<file path="src/rtl/id_ex_stage_pkg.sv">
// Shared widths, immediate-select encoding, ALU opcode constants and the register
// match helper for the ID/EX stage.
package id_ex_stage_pkg;

    localparam int DP_WIDTH    = 32;
    localparam int ALUOP_WIDTH = 4;

    // B-operand source; everything except IMM_SEL_REG is extended at capture time
    typedef enum logic [1:0] {
        IMM_SEL_REG  = 2'd0,
        IMM_SEL_SEXT = 2'd1,
        IMM_SEL_ZEXT = 2'd2,
        IMM_SEL_LUI  = 2'd3
    } imm_sel_e;

    localparam logic [ALUOP_WIDTH-1:0] ALUOP_ADD = 4'd0;
    localparam logic [ALUOP_WIDTH-1:0] ALUOP_SUB = 4'd1;
    localparam logic [ALUOP_WIDTH-1:0] ALUOP_AND = 4'd2;
    localparam logic [ALUOP_WIDTH-1:0] ALUOP_OR  = 4'd3;
    localparam logic [ALUOP_WIDTH-1:0] ALUOP_XOR = 4'd4;
    localparam logic [ALUOP_WIDTH-1:0] ALUOP_NOR = 4'd5;
    localparam logic [ALUOP_WIDTH-1:0] ALUOP_SLT = 4'd6;
    localparam logic [ALUOP_WIDTH-1:0] ALUOP_SLL = 4'd7;
    localparam logic [ALUOP_WIDTH-1:0] ALUOP_SRL = 4'd8;
    localparam logic [ALUOP_WIDTH-1:0] ALUOP_SRA = 4'd9;
    localparam logic [ALUOP_WIDTH-1:0] ALUOP_LUI = 4'd10;

    // A write to r0 never matches: r0 is hardwired to zero.
    function automatic logic reg_match(input logic we, input logic [4:0] rd, input logic [4:0] src);
        return we && (rd != 5'd0) && (rd == src);
    endfunction

endpackage

</file>
<file path="src/rtl/id_ex_stage_if.sv">
// Bundle between the surrounding pipeline (master) and the ID/EX stage (slave).
interface id_ex_stage_if #(
    parameter int DW  = 32,
    parameter int OPW = 4
);
    // Handshake: id_valid marks a real instruction in decode; the stage accepts it on
    // a rising edge only while id_stall is low, otherwise decode must hold all id_* fields.
    logic          id_valid;
    logic [4:0]    id_rs_addr;
    logic [4:0]    id_rt_addr;
    logic [DW-1:0] id_rs_data;
    logic [DW-1:0] id_rt_data;
    logic [15:0]   id_imm;
    logic [1:0]    id_imm_sel;
    logic [OPW-1:0] id_aluop;
    logic [4:0]    id_shamt;
    logic [4:0]    id_rd_addr;
    logic          id_reg_write;
    logic          id_mem_read;
    logic          id_mem_write;
    logic          flush;
    logic          mem_stall;
    logic [4:0]    exm_rd_addr;
    logic          exm_reg_write;
    logic [DW-1:0] exm_result;
    logic [4:0]    wb_rd_addr;
    logic          wb_reg_write;
    logic [DW-1:0] wb_data;

    logic          ex_valid;
    logic [DW-1:0] ex_a;
    logic [DW-1:0] ex_b;
    logic [DW-1:0] ex_store_data;
    logic [OPW-1:0] ex_aluop;
    logic [4:0]    ex_shamt;
    logic [4:0]    ex_rd_addr;
    logic          ex_reg_write;
    logic          ex_mem_read;
    logic          ex_mem_write;
    logic          id_stall;

    modport master (
        output id_valid, id_rs_addr, id_rt_addr, id_rs_data, id_rt_data, id_imm, id_imm_sel,
               id_aluop, id_shamt, id_rd_addr, id_reg_write, id_mem_read, id_mem_write,
               flush, mem_stall, exm_rd_addr, exm_reg_write, exm_result,
               wb_rd_addr, wb_reg_write, wb_data,
        input  ex_valid, ex_a, ex_b, ex_store_data, ex_aluop, ex_shamt, ex_rd_addr,
               ex_reg_write, ex_mem_read, ex_mem_write, id_stall
    );

    modport slave (
        input  id_valid, id_rs_addr, id_rt_addr, id_rs_data, id_rt_data, id_imm, id_imm_sel,
               id_aluop, id_shamt, id_rd_addr, id_reg_write, id_mem_read, id_mem_write,
               flush, mem_stall, exm_rd_addr, exm_reg_write, exm_result,
               wb_rd_addr, wb_reg_write, wb_data,
        output ex_valid, ex_a, ex_b, ex_store_data, ex_aluop, ex_shamt, ex_rd_addr,
               ex_reg_write, ex_mem_read, ex_mem_write, id_stall
    );

endinterface

</file>
<file path="src/rtl/id_ex_stage_fwd_sel.sv">
// Two-source priority forward mux: EX/MEM beats MEM/WB beats the stored operand;
// r0 is never forwarded.
module id_ex_stage_fwd_sel
    import id_ex_stage_pkg::*;
#(
    parameter int DW = DP_WIDTH
) (
    input  logic [4:0]    src_addr,
    input  logic [DW-1:0] src_data,
    input  logic          exm_we,
    input  logic [4:0]    exm_rd,
    input  logic [DW-1:0] exm_data,
    input  logic          wb_we,
    input  logic [4:0]    wb_rd,
    input  logic [DW-1:0] wb_data,
    output logic [DW-1:0] fwd_data
);

    always_comb begin
        fwd_data = src_data;
        if (reg_match(exm_we, exm_rd, src_addr)) begin
            fwd_data = exm_data;
        end else if (reg_match(wb_we, wb_rd, src_addr)) begin
            fwd_data = wb_data;
        end
    end

endmodule

</file>
<file path="src/rtl/id_ex_stage.sv">
// ID/EX pipeline register with RAW forwarding, load-use stall and bubble insertion.
// Define ID_EX_FWD_EN to enable EX-side forwarding; otherwise the stage stalls on every RAW match.
module id_ex_stage
    import id_ex_stage_pkg::*;
#(
    parameter int DW  = DP_WIDTH,
    parameter int OPW = ALUOP_WIDTH
) (
    input  logic       clk,
    input  logic       rst_n,
    id_ex_stage_if.slave bus
);

    typedef struct packed {
        logic           valid;
        logic [4:0]     rs_addr;
        logic [4:0]     rt_addr;
        logic [DW-1:0]  rs_data;
        logic [DW-1:0]  rt_data;
        logic [DW-1:0]  ext_imm;
        imm_sel_e       imm_sel;
        logic [OPW-1:0] aluop;
        logic [4:0]     shamt;
        logic [4:0]     rd_addr;
        logic           reg_write;
        logic           mem_read;
        logic           mem_write;
    } stage_t;

    stage_t        q;
    logic [DW-1:0] ext_imm_d;
    logic [DW-1:0] rs_fwd;
    logic [DW-1:0] rt_fwd;
    logic          exm_fwd_we;
    logic          rs_hit_ex;
    logic          rt_hit_ex;
    logic          hazard;

    always_comb begin
        ext_imm_d = '0;
        case (imm_sel_e'(bus.id_imm_sel))
            IMM_SEL_SEXT: ext_imm_d = {{(DW-16){bus.id_imm[15]}}, bus.id_imm};
            IMM_SEL_ZEXT: ext_imm_d = {{(DW-16){1'b0}}, bus.id_imm};
            IMM_SEL_LUI:  ext_imm_d = {bus.id_imm, {(DW-16){1'b0}}};
            default:      ext_imm_d = '0;
        endcase
    end

    // The same muxes feed both the EX operands and the hold refresh; without
    // forwarding the EX/MEM leg is disabled so only WB refreshes a held operand.
    id_ex_stage_fwd_sel #(.DW(DW)) u_fwd_rs (
        .src_addr (q.rs_addr),
        .src_data (q.rs_data),
        .exm_we   (exm_fwd_we),
        .exm_rd   (bus.exm_rd_addr),
        .exm_data (bus.exm_result),
        .wb_we    (bus.wb_reg_write),
        .wb_rd    (bus.wb_rd_addr),
        .wb_data  (bus.wb_data),
        .fwd_data (rs_fwd)
    );

    id_ex_stage_fwd_sel #(.DW(DW)) u_fwd_rt (
        .src_addr (q.rt_addr),
        .src_data (q.rt_data),
        .exm_we   (exm_fwd_we),
        .exm_rd   (bus.exm_rd_addr),
        .exm_data (bus.exm_result),
        .wb_we    (bus.wb_reg_write),
        .wb_rd    (bus.wb_rd_addr),
        .wb_data  (bus.wb_data),
        .fwd_data (rt_fwd)
    );

    assign rs_hit_ex = reg_match(1'b1, q.rd_addr, bus.id_rs_addr);
    assign rt_hit_ex = reg_match(1'b1, q.rd_addr, bus.id_rt_addr);

`ifdef ID_EX_FWD_EN
    assign exm_fwd_we        = bus.exm_reg_write;
    assign bus.ex_a          = rs_fwd;
    assign bus.ex_store_data = rt_fwd;
    assign bus.ex_b          = (q.imm_sel == IMM_SEL_REG) ? rt_fwd : q.ext_imm;
    // Only a load in EX cannot be forwarded in time; both sources compared conservatively.
    assign hazard = bus.id_valid && q.valid && q.mem_read && (rs_hit_ex || rt_hit_ex);
`else
    assign exm_fwd_we        = 1'b0;
    assign bus.ex_a          = q.rs_data;
    assign bus.ex_store_data = q.rt_data;
    assign bus.ex_b          = (q.imm_sel == IMM_SEL_REG) ? q.rt_data : q.ext_imm;
    // Any pending writer in EX or EX/MEM blocks decode until the write reaches the register file.
    assign hazard = bus.id_valid &&
                    ((q.valid && q.reg_write && (rs_hit_ex || rt_hit_ex)) ||
                     reg_match(bus.exm_reg_write, bus.exm_rd_addr, bus.id_rs_addr) ||
                     reg_match(bus.exm_reg_write, bus.exm_rd_addr, bus.id_rt_addr));
`endif

    always_ff @(posedge clk) begin
        if (!rst_n) begin
            q <= '0;
        end else if (bus.mem_stall) begin
            q.rs_data <= rs_fwd;
            q.rt_data <= rt_fwd;
        end else if (hazard || bus.flush) begin
            q <= '0;
        end else begin
            q.valid     <= bus.id_valid;
            q.rs_addr   <= bus.id_rs_addr;
            q.rt_addr   <= bus.id_rt_addr;
            q.rs_data   <= bus.id_rs_data;
            q.rt_data   <= bus.id_rt_data;
            q.ext_imm   <= ext_imm_d;
            q.imm_sel   <= imm_sel_e'(bus.id_imm_sel);
            q.aluop     <= bus.id_aluop;
            q.shamt     <= bus.id_shamt;
            q.rd_addr   <= bus.id_rd_addr;
            q.reg_write <= bus.id_reg_write;
            q.mem_read  <= bus.id_mem_read;
            q.mem_write <= bus.id_mem_write;
        end
    end

    assign bus.ex_valid     = q.valid;
    assign bus.ex_aluop     = q.aluop;
    assign bus.ex_shamt     = q.shamt;
    assign bus.ex_rd_addr   = q.valid ? q.rd_addr : 5'd0;
    assign bus.ex_reg_write = q.valid & q.reg_write;
    assign bus.ex_mem_read  = q.valid & q.mem_read;
    assign bus.ex_mem_write = q.valid & q.mem_write;
    assign bus.id_stall     = hazard | bus.mem_stall;

endmodule

</file>
<file path="src/flat_wrapper.sv">
// flat-port wrapper written by rule: the top's interface ports become plain ports
module id_ex_stage_flat import id_ex_stage_pkg::*;
#(
    parameter int DW  = DP_WIDTH,
    parameter int OPW = ALUOP_WIDTH
)
  (clk, rst_n, bus_id_valid, bus_id_rs_addr, bus_id_rt_addr, bus_id_rs_data, bus_id_rt_data, bus_id_imm, bus_id_imm_sel, bus_id_aluop, bus_id_shamt, bus_id_rd_addr, bus_id_reg_write, bus_id_mem_read, bus_id_mem_write, bus_flush, bus_mem_stall, bus_exm_rd_addr, bus_exm_reg_write, bus_exm_result, bus_wb_rd_addr, bus_wb_reg_write, bus_wb_data, bus_ex_valid, bus_ex_a, bus_ex_b, bus_ex_store_data, bus_ex_aluop, bus_ex_shamt, bus_ex_rd_addr, bus_ex_reg_write, bus_ex_mem_read, bus_ex_mem_write, bus_id_stall);
  id_ex_stage_if #(.DW(DW), .OPW(OPW)) bus_i ();
  input  logic clk;
  input  logic rst_n;
  input wire logic [$bits(bus_i.id_valid)-1:0] bus_id_valid;
  input wire logic [$bits(bus_i.id_rs_addr)-1:0] bus_id_rs_addr;
  input wire logic [$bits(bus_i.id_rt_addr)-1:0] bus_id_rt_addr;
  input wire logic [$bits(bus_i.id_rs_data)-1:0] bus_id_rs_data;
  input wire logic [$bits(bus_i.id_rt_data)-1:0] bus_id_rt_data;
  input wire logic [$bits(bus_i.id_imm)-1:0] bus_id_imm;
  input wire logic [$bits(bus_i.id_imm_sel)-1:0] bus_id_imm_sel;
  input wire logic [$bits(bus_i.id_aluop)-1:0] bus_id_aluop;
  input wire logic [$bits(bus_i.id_shamt)-1:0] bus_id_shamt;
  input wire logic [$bits(bus_i.id_rd_addr)-1:0] bus_id_rd_addr;
  input wire logic [$bits(bus_i.id_reg_write)-1:0] bus_id_reg_write;
  input wire logic [$bits(bus_i.id_mem_read)-1:0] bus_id_mem_read;
  input wire logic [$bits(bus_i.id_mem_write)-1:0] bus_id_mem_write;
  input wire logic [$bits(bus_i.flush)-1:0] bus_flush;
  input wire logic [$bits(bus_i.mem_stall)-1:0] bus_mem_stall;
  input wire logic [$bits(bus_i.exm_rd_addr)-1:0] bus_exm_rd_addr;
  input wire logic [$bits(bus_i.exm_reg_write)-1:0] bus_exm_reg_write;
  input wire logic [$bits(bus_i.exm_result)-1:0] bus_exm_result;
  input wire logic [$bits(bus_i.wb_rd_addr)-1:0] bus_wb_rd_addr;
  input wire logic [$bits(bus_i.wb_reg_write)-1:0] bus_wb_reg_write;
  input wire logic [$bits(bus_i.wb_data)-1:0] bus_wb_data;
  output wire logic [$bits(bus_i.ex_valid)-1:0] bus_ex_valid;
  output wire logic [$bits(bus_i.ex_a)-1:0] bus_ex_a;
  output wire logic [$bits(bus_i.ex_b)-1:0] bus_ex_b;
  output wire logic [$bits(bus_i.ex_store_data)-1:0] bus_ex_store_data;
  output wire logic [$bits(bus_i.ex_aluop)-1:0] bus_ex_aluop;
  output wire logic [$bits(bus_i.ex_shamt)-1:0] bus_ex_shamt;
  output wire logic [$bits(bus_i.ex_rd_addr)-1:0] bus_ex_rd_addr;
  output wire logic [$bits(bus_i.ex_reg_write)-1:0] bus_ex_reg_write;
  output wire logic [$bits(bus_i.ex_mem_read)-1:0] bus_ex_mem_read;
  output wire logic [$bits(bus_i.ex_mem_write)-1:0] bus_ex_mem_write;
  output wire logic [$bits(bus_i.id_stall)-1:0] bus_id_stall;
  assign bus_i.id_valid = bus_id_valid;
  assign bus_i.id_rs_addr = bus_id_rs_addr;
  assign bus_i.id_rt_addr = bus_id_rt_addr;
  assign bus_i.id_rs_data = bus_id_rs_data;
  assign bus_i.id_rt_data = bus_id_rt_data;
  assign bus_i.id_imm = bus_id_imm;
  assign bus_i.id_imm_sel = bus_id_imm_sel;
  assign bus_i.id_aluop = bus_id_aluop;
  assign bus_i.id_shamt = bus_id_shamt;
  assign bus_i.id_rd_addr = bus_id_rd_addr;
  assign bus_i.id_reg_write = bus_id_reg_write;
  assign bus_i.id_mem_read = bus_id_mem_read;
  assign bus_i.id_mem_write = bus_id_mem_write;
  assign bus_i.flush = bus_flush;
  assign bus_i.mem_stall = bus_mem_stall;
  assign bus_i.exm_rd_addr = bus_exm_rd_addr;
  assign bus_i.exm_reg_write = bus_exm_reg_write;
  assign bus_i.exm_result = bus_exm_result;
  assign bus_i.wb_rd_addr = bus_wb_rd_addr;
  assign bus_i.wb_reg_write = bus_wb_reg_write;
  assign bus_i.wb_data = bus_wb_data;
  assign bus_ex_valid = bus_i.ex_valid;
  assign bus_ex_a = bus_i.ex_a;
  assign bus_ex_b = bus_i.ex_b;
  assign bus_ex_store_data = bus_i.ex_store_data;
  assign bus_ex_aluop = bus_i.ex_aluop;
  assign bus_ex_shamt = bus_i.ex_shamt;
  assign bus_ex_rd_addr = bus_i.ex_rd_addr;
  assign bus_ex_reg_write = bus_i.ex_reg_write;
  assign bus_ex_mem_read = bus_i.ex_mem_read;
  assign bus_ex_mem_write = bus_i.ex_mem_write;
  assign bus_id_stall = bus_i.id_stall;
  id_ex_stage #(.DW(DW), .OPW(OPW)) u_core (.clk(clk), .rst_n(rst_n), .bus(bus_i));
endmodule
</file>
<file path="config.mk">
export PLATFORM = sky130hd
export DESIGN_NAME = id_ex_stage_flat
export DESIGN_NICKNAME = d
export VERILOG_FILES = /design/src/rtl/id_ex_stage_pkg.sv /design/src/rtl/id_ex_stage_if.sv /design/src/rtl/id_ex_stage_fwd_sel.sv /design/src/rtl/id_ex_stage.sv /design/src/flat_wrapper.sv
export SDC_FILE = /design/constraint.sdc
export NUM_CORES = 1
export LEC_CHECK = 0
export CAP_MARGIN = 20
export CORE_AREA = 2 2 92 183
export CTS_CLUSTER_SIZE = 8
export DETAILED_ROUTE_END_ITERATION = 8
export DIE_AREA = 0 0 94 185
export HOLD_SLACK_MARGIN = 0.12
export PLACE_DENSITY = 0.82
export SLEW_MARGIN = 10
export SYNTH_ARGS = -nofsm -noshare
export SYNTH_HDL_FRONTEND = slang
export SYNTH_SLANG_ARGS = --single-unit
export TNS_END_PERCENT = 10
</file>
<file path="constraint.sdc">
create_clock -name clk -period 2.5 [get_ports clk]
set_input_delay 0.25 -clock clk [delete_from_list [all_inputs] [get_ports clk]]
set_output_delay 0.25 -clock clk [all_outputs]
set_load 0.1 [all_outputs]
</file>
# [Yosys cells after proc, flatten, opt, wreduce, memory -nomap -nowiden]
# Index checks and enable logic that the tools add are counted.
[totals] regBits=126 wordCells=54
[classes] n_eq_ne=11 mux=7 bitwise=4 reduce_logical=19
[ops] operator="two-way mux 126 bit" n=1
[ops] operator="two-way mux 32 bit" n=3
[ops] operator="one-hot mux 32 bit (3 select lines)" n=1
[ops] operator="two-way mux 64 bit" n=1
[ops] operator="== test 5 bit" n=6
[ops] operator="nonzero test 5 bit" n=3
[ops] operator="logical AND 1 bit" n=11
[ops] operator="two-way mux 5 bit" n=1
[ops] operator="== test 2 bit, second input constant" n=2
[ops] operator="logical OR 1 bit" n=4
[ops] operator="!= test 2 x 1 -> 1 bit, second input constant" n=2
[ops] operator="AND 1 bit" n=3
[ops] operator="== test 2 x 1 -> 1 bit, second input constant" n=1
[ops] operator="zero test 2 bit" n=1
[ops] operator="OR 1 bit" n=1

# [Longest topological paths before layout]
[depth] word_depth=10 mapped_depth=7

# [Modules after synthesis]
# A second synthesis with hierarchy kept.
[hier_totals] cells_unflattened=857 area_unflattened_um2=7694.9
[modules_own_cells] mod="id_ex_stage" instances=1 cells_per_inst=487 area_each_um2=5387.7
[modules_own_cells] mod="id_ex_stage_fwd_sel" instances=2 cells_per_inst=185 area_each_um2=1153.6

# [Worst setup path before layout]
# Ideal clock, no wire load.
[synth_timing] kind="register to register" from="reg u_core.q, in the netlist u_core.bus.ex_valid" to="reg u_core.q[115] in the netlist's numbering" arrival_ps=3203 t_required_ps=2357 setup_slack_ps=-846 path_stages_with_launch=7 path_buffers=2 synth_period_minus_slack_ps=3346 path_cell_list="dfxtp_1 > and2_1 > o211ai_2 > o221ai_2 > buf_6 > buf_2 > o31ai_1"
[synth_via] elab_chain_cells=7
[synth_rtl] element="start, declared" line="id_ex_stage.sv:30" rtl="stage_t q;"
[synth_rtl] element="logical AND 1 bit (2 in a row)" line="id_ex_stage.sv:92" rtl="((q.valid && q.reg_write && (rs_hit_ex || rt_hit_ex)) ||"
[synth_rtl] element="logical OR 1 bit" line="id_ex_stage.sv:92"
[synth_rtl] element="logical OR 1 bit" line="id_ex_stage.sv:93" rtl="reg_match(bus.exm_reg_write, bus.exm_rd_addr, bus.id_rs_addr) ||"
[synth_rtl] element="logical AND 1 bit" line="id_ex_stage.sv:91" rtl="assign hazard = bus.id_valid &&"
[synth_rtl] element="logical OR 1 bit" line="id_ex_stage.sv:103" rtl="end else if (hazard || bus.flush) begin"
[synth_rtl] element="two-way mux 126 bit" line="id_ex_stage.sv:103"
# No other way between the ends.
# A chain may end at the register's enable or synchronous reset.

# [Worst setup path in the final report]
[layout_timing] from="in bus_exm_rd_addr[2]" to="out bus_id_stall"
[layout_via] elab_chain_cells=7 word_cells_on_any_way=10
[layout_rtl] element="start, declared" line="flat_wrapper.sv:26" rtl="input wire logic [$bits(bus_i.exm_rd_addr)-1:0] bus_exm_rd_addr;"
[layout_rtl] element="nonzero test 5 bit" line="id_ex_stage_pkg.sv:30" rtl="return we && (rd != 5'd0) && (rd == src);"
[layout_rtl] element="logical AND 1 bit (2 in a row)" line="id_ex_stage_pkg.sv:30"
[layout_rtl] element="logical OR 1 bit" line="id_ex_stage.sv:92"
[layout_rtl] element="logical OR 1 bit *" line="id_ex_stage.sv:93"
[layout_rtl] element="logical AND 1 bit *" line="id_ex_stage.sv:91"
[layout_rtl] element="OR 1 bit *" line="id_ex_stage.sv:129" rtl="assign bus.id_stall = hazard | bus.mem_stall;"
[layout_rtl] element="end, declared" line="flat_wrapper.sv:42" rtl="output wire logic [$bits(bus_i.id_stall)-1:0] bus_id_stall;"
# Every way passes the cells marked *; elsewhere a longest branch is shown, timed or not.

==> impl_summary.txt <==
----------------------------------------------------
[Status]
  Outcome ... finished clean

[Setup path]
  Crit-path max FO ... 6
  Class of the most critical setup path ... in -> out
  Largest incremental delay on the critical path ... between 400 and 500 ps
  Series of cell instances along the critical path ... clkdlybuf4s50_1, or4_1, o211ai_1, o221ai_4, buf_12
  Sort of element at the start of the critical path ... input pin
  CP Data Arrival Time ... 2000 ps
  Reg2reg start ... u_core.q[3]
  Timing endpoint of the critical path ... bus_id_stall
  Required time of the critical path ... approximately 2300 ps
  Cell at the slowest stage of the critical path ... clkdlybuf4s50_1
  Setup crit end kind ... output port
  Reg2reg end ... u_core.bus.ex_a[8]
  Critical path launch point ... bus_exm_rd_addr[2]
  Worst r2r path cells ... 5
  Flop2flop setup slack ... between 400 and 500 ps

[Global routing]
  First-pass GRT wire length ... 31.3 mm
  Overflow left after global routing ... 0
  Vias in the first global route ... 6031
  Pin count of the biggest net entering global routing ... between 50 and 60
  Antenna violations before repair ... 0
  Total global-route track usage ... approximately 23%

[Power and ir drop]
  Power Density ... ~640 mW/mm²
  Internal power ... 4.34 mW
  LEAKAGE ... 4.07 nW
  Relative contribution of combinational cells to total power ... between 20% and 30%
  Relative contribution of the clock network to total power ... about two fifths
  Final total power ... ~6.3 mW
  Reg power frac ... around 34%
  Peak supply drop ... 0.437 mV
  Net switching share of the total power ... a little under a third
  Switching pwr ... between 1.5 and 2 mW

[Clock network]
  TritonCTS clock tree ... built
  # Post-CTS Setup Buffers ... 0
  Post_cts resized ... 0
  Library cell used as clock root buffer ... clkbuf_16
  Worst-Skew Late Latency ... 410 ps
  Clock slew at the register clock pins of the worst setup and hold paths ... around 50 ps
  # clock sinks ... between 100 and 150
  H-tree Lvls ... 4
  TritonCTS buffer count ... 17
  Number of buffers added to fix hold violations after cts ... 0
  Clock Tree Buf Depth ... 2

[Routing]
  Avg WL per Cell ... 18.1 µm
  Routed via count ... 6017
  Post-route antenna net violation count ... 0
  DRC marker count from the first detailed-route iteration ... ~270
  Detailed-router iteration count before antenna repair ... 5
  Routed via count divided by cell count ... 5.31
  DRC violation count after routing ... 0
  Routed wire length ... roughly 20 mm

[Synthesis]
  Per-instance average area after synthesis ... roughly 9 µm²
  Register bit count reported by yosys ... around 130
  Netlist area before placement ... 0.00661 mm²
  Number of enable-type register cells in the synthesized netlist ... 0
  Warning count from the yosys run ... 0
  Total nets after synthesis ... 920
  Asr flop ratio synth ... 0%
  Synth cell types ... 28
  Sequential element share of the synthesized area ... a little under two fifths
  Synth Flop Type ... dfxtp_1
  Gate Count Post-Synth ... 730

[Cells and area]
  Cell Count, Final, Fillers Out ... around 1.1k
  Fill cells ... between 1k and 1.5k
  Area occupied by multi-input gates ... around 0.0029 mm²
  Most common library cell in the layout ignoring fill and taps ... clkdlybuf4s50_1
  Diode count ... 0
  Signed area change from the synthesized netlist to the final layout ... 48.9%
  # nets final ... around 1.1k
  Combined flip-flop and latch cell area ... 0.00252 mm²
  Ratio of cells with drive above 1 in the final layout ... between 20% and 30%
  Most frequent cells in the layout ... clkdlybuf4s50_1, dfxtp_1, inv_1

[Timing]
  Max-slew violation total from the final report ... 0
  Remaining max-slew budget at the tightest pin ... approximately 63%
  Worst Tran Pin Value ... ~550 ps
  Setup repair after global routing missed its margin ... false
  Minimum period implied by the final worst setup slack ... between 2000 and 2500 ps
  Fin. Hold Viols ... 0
  Worst setup skew after layout ... approximately 10 ps
  Setup violators final ... 0
  Tcrit/Tclk final ... 90.0%
  Final worst hold slack ... a little under 400 ps
  Maximum clock frequency ... 0.444 GHz

[Floorplanning]
  Placeable core area ... 0.0161 mm²
  Die span in x ... between 90 and 100 µm
  Effective utilization at floorplan ... 41.0%
  Height of the chip ... about 190 µm
  Num ports ... 305
  Total die area ... about 0.017 mm²
  Row Count ... 66

[Hold path]
  Worst min-delay path category ... in -> reg
  Cell depth of the worst hold path ... 3

[Placed design]
  Port Buffers ... 272
  Final weighted congestion of routability-driven global placement ... a little over 0.9
  Total placed cells including tap cells ... about 1.1k
  HPWL after DPL ... 15.6 mm

[Flow run]
  Number of max-cap violations ... 0

----------------------------------------------------
## Yosys cell counts (9+ instances only)
cell type  instances  share of area, %
xor2_1            25               3.3
and2_1             9              0.85
clkbuf_1          35               2.0
mux2_2            32               5.5
o32ai_1           64               8.5
dfxtp_1          126                38
nand2_1           64               3.6
buf_4             73               8.3
o31ai_1           46               5.2
mux2i_1           64               9.7
o41ai_1           16               2.1
inv_1            112               6.4
buf_2             11              0.83
a21oi_1           15               1.1
## kinds of logic (layout without fill, tap and decap cells)
family / count (synthesis) / in the layout / synth area share (%)
multiplexers: 96 / 96 / 15.1
XOR/XNOR: 31 / 31 / 4.11
AND/OR/NAND/NOR: 92 / 92 / 6.19
flip-flops: 126 / 126 / 38.2
AO/OA/AOI/OAI: 148 / 148 / 17.9
buffers and inverters: 237 / 437 / 18.5
## power by group through the flow
stage                     clock, mW  sequential (mW)  combinational [mW]
after floorplan                   0             2.17               0.972
after global placement            0             2.19                1.47
after detailed placement          0             2.19                1.49
after CTS                      2.69             2.15                1.50
after global routing           2.78             2.16                1.56
final                          2.63             2.15                1.49
## layer usage
metal | wire length (µm) | up-vias | global-route usage, %
met1 | 7720 | 2772 | 25.7
li1 | - | 2852 | -
met5 | 0 | - | 0
met3 | 2130 | 50 | 8.67
met4 | 959 | 0 | 13.6
met2 | 9690 | 343 | 37.5
## state kept, by name, summed over array words and instances (netlist names)
| register | flops |
|---|---|
| u_core.bus.ex_store_data | 32 |
| u_core.q | 52 |
| u_core.bus.ex_a | 32 |
| u_core.bus.ex_valid | 1 |
| u_core.bus.ex_shamt | 5 |
| u_core.bus.ex_aluop | 4 |
## critical path: cells and delay by family
family	cells	cell delay [ps]
AO/OA/AOI/OAI	2	560
buffers and inverters	2	710
AND/OR/NAND/NOR	1	480
## final cells by class
cell class | count | area share (%)
Multi-Input combinational cell | 367 | 29.7
Timing Repair Buffer | 293 | 31.4
Clock buffer | 19 | 4.50
Inverter | 112 | 4.27
Tap cell | 204 | 2.59
Clock inverter | 13 | 1.92
Sequential cell | 126 | 25.6
## worst min-delay path by stage
stage | from | to | slack (ps)
after global placement | u_core.q[1] | u_core.q[1] | 430
after CTS | bus_id_shamt[1] | u_core.bus.ex_shamt[1] | 370
after detailed placement | u_core.q[1] | u_core.q[1] | 430
final | bus_id_shamt[1] | u_core.bus.ex_shamt[1] | 390
after floorplan | bus_id_valid | u_core.bus.ex_valid | 390
after global routing | bus_id_rd_addr[2] | u_core.q[5] | 380
## per-stage QoR
stage	instance area, µm²	utilization [%]	setup TNS (ps)	setup slack, ps
finish	9840	61.1	0	250
global route	9840	61.1	0	133
CTS	9840	61.1	0	232
detailed placement	9210	57.2	-202	-44.7
global placement	9210	57.2	0	58.2
floorplan	6610	-	0	25.3
Note: power is estimated with default switching activity, not from simulation.
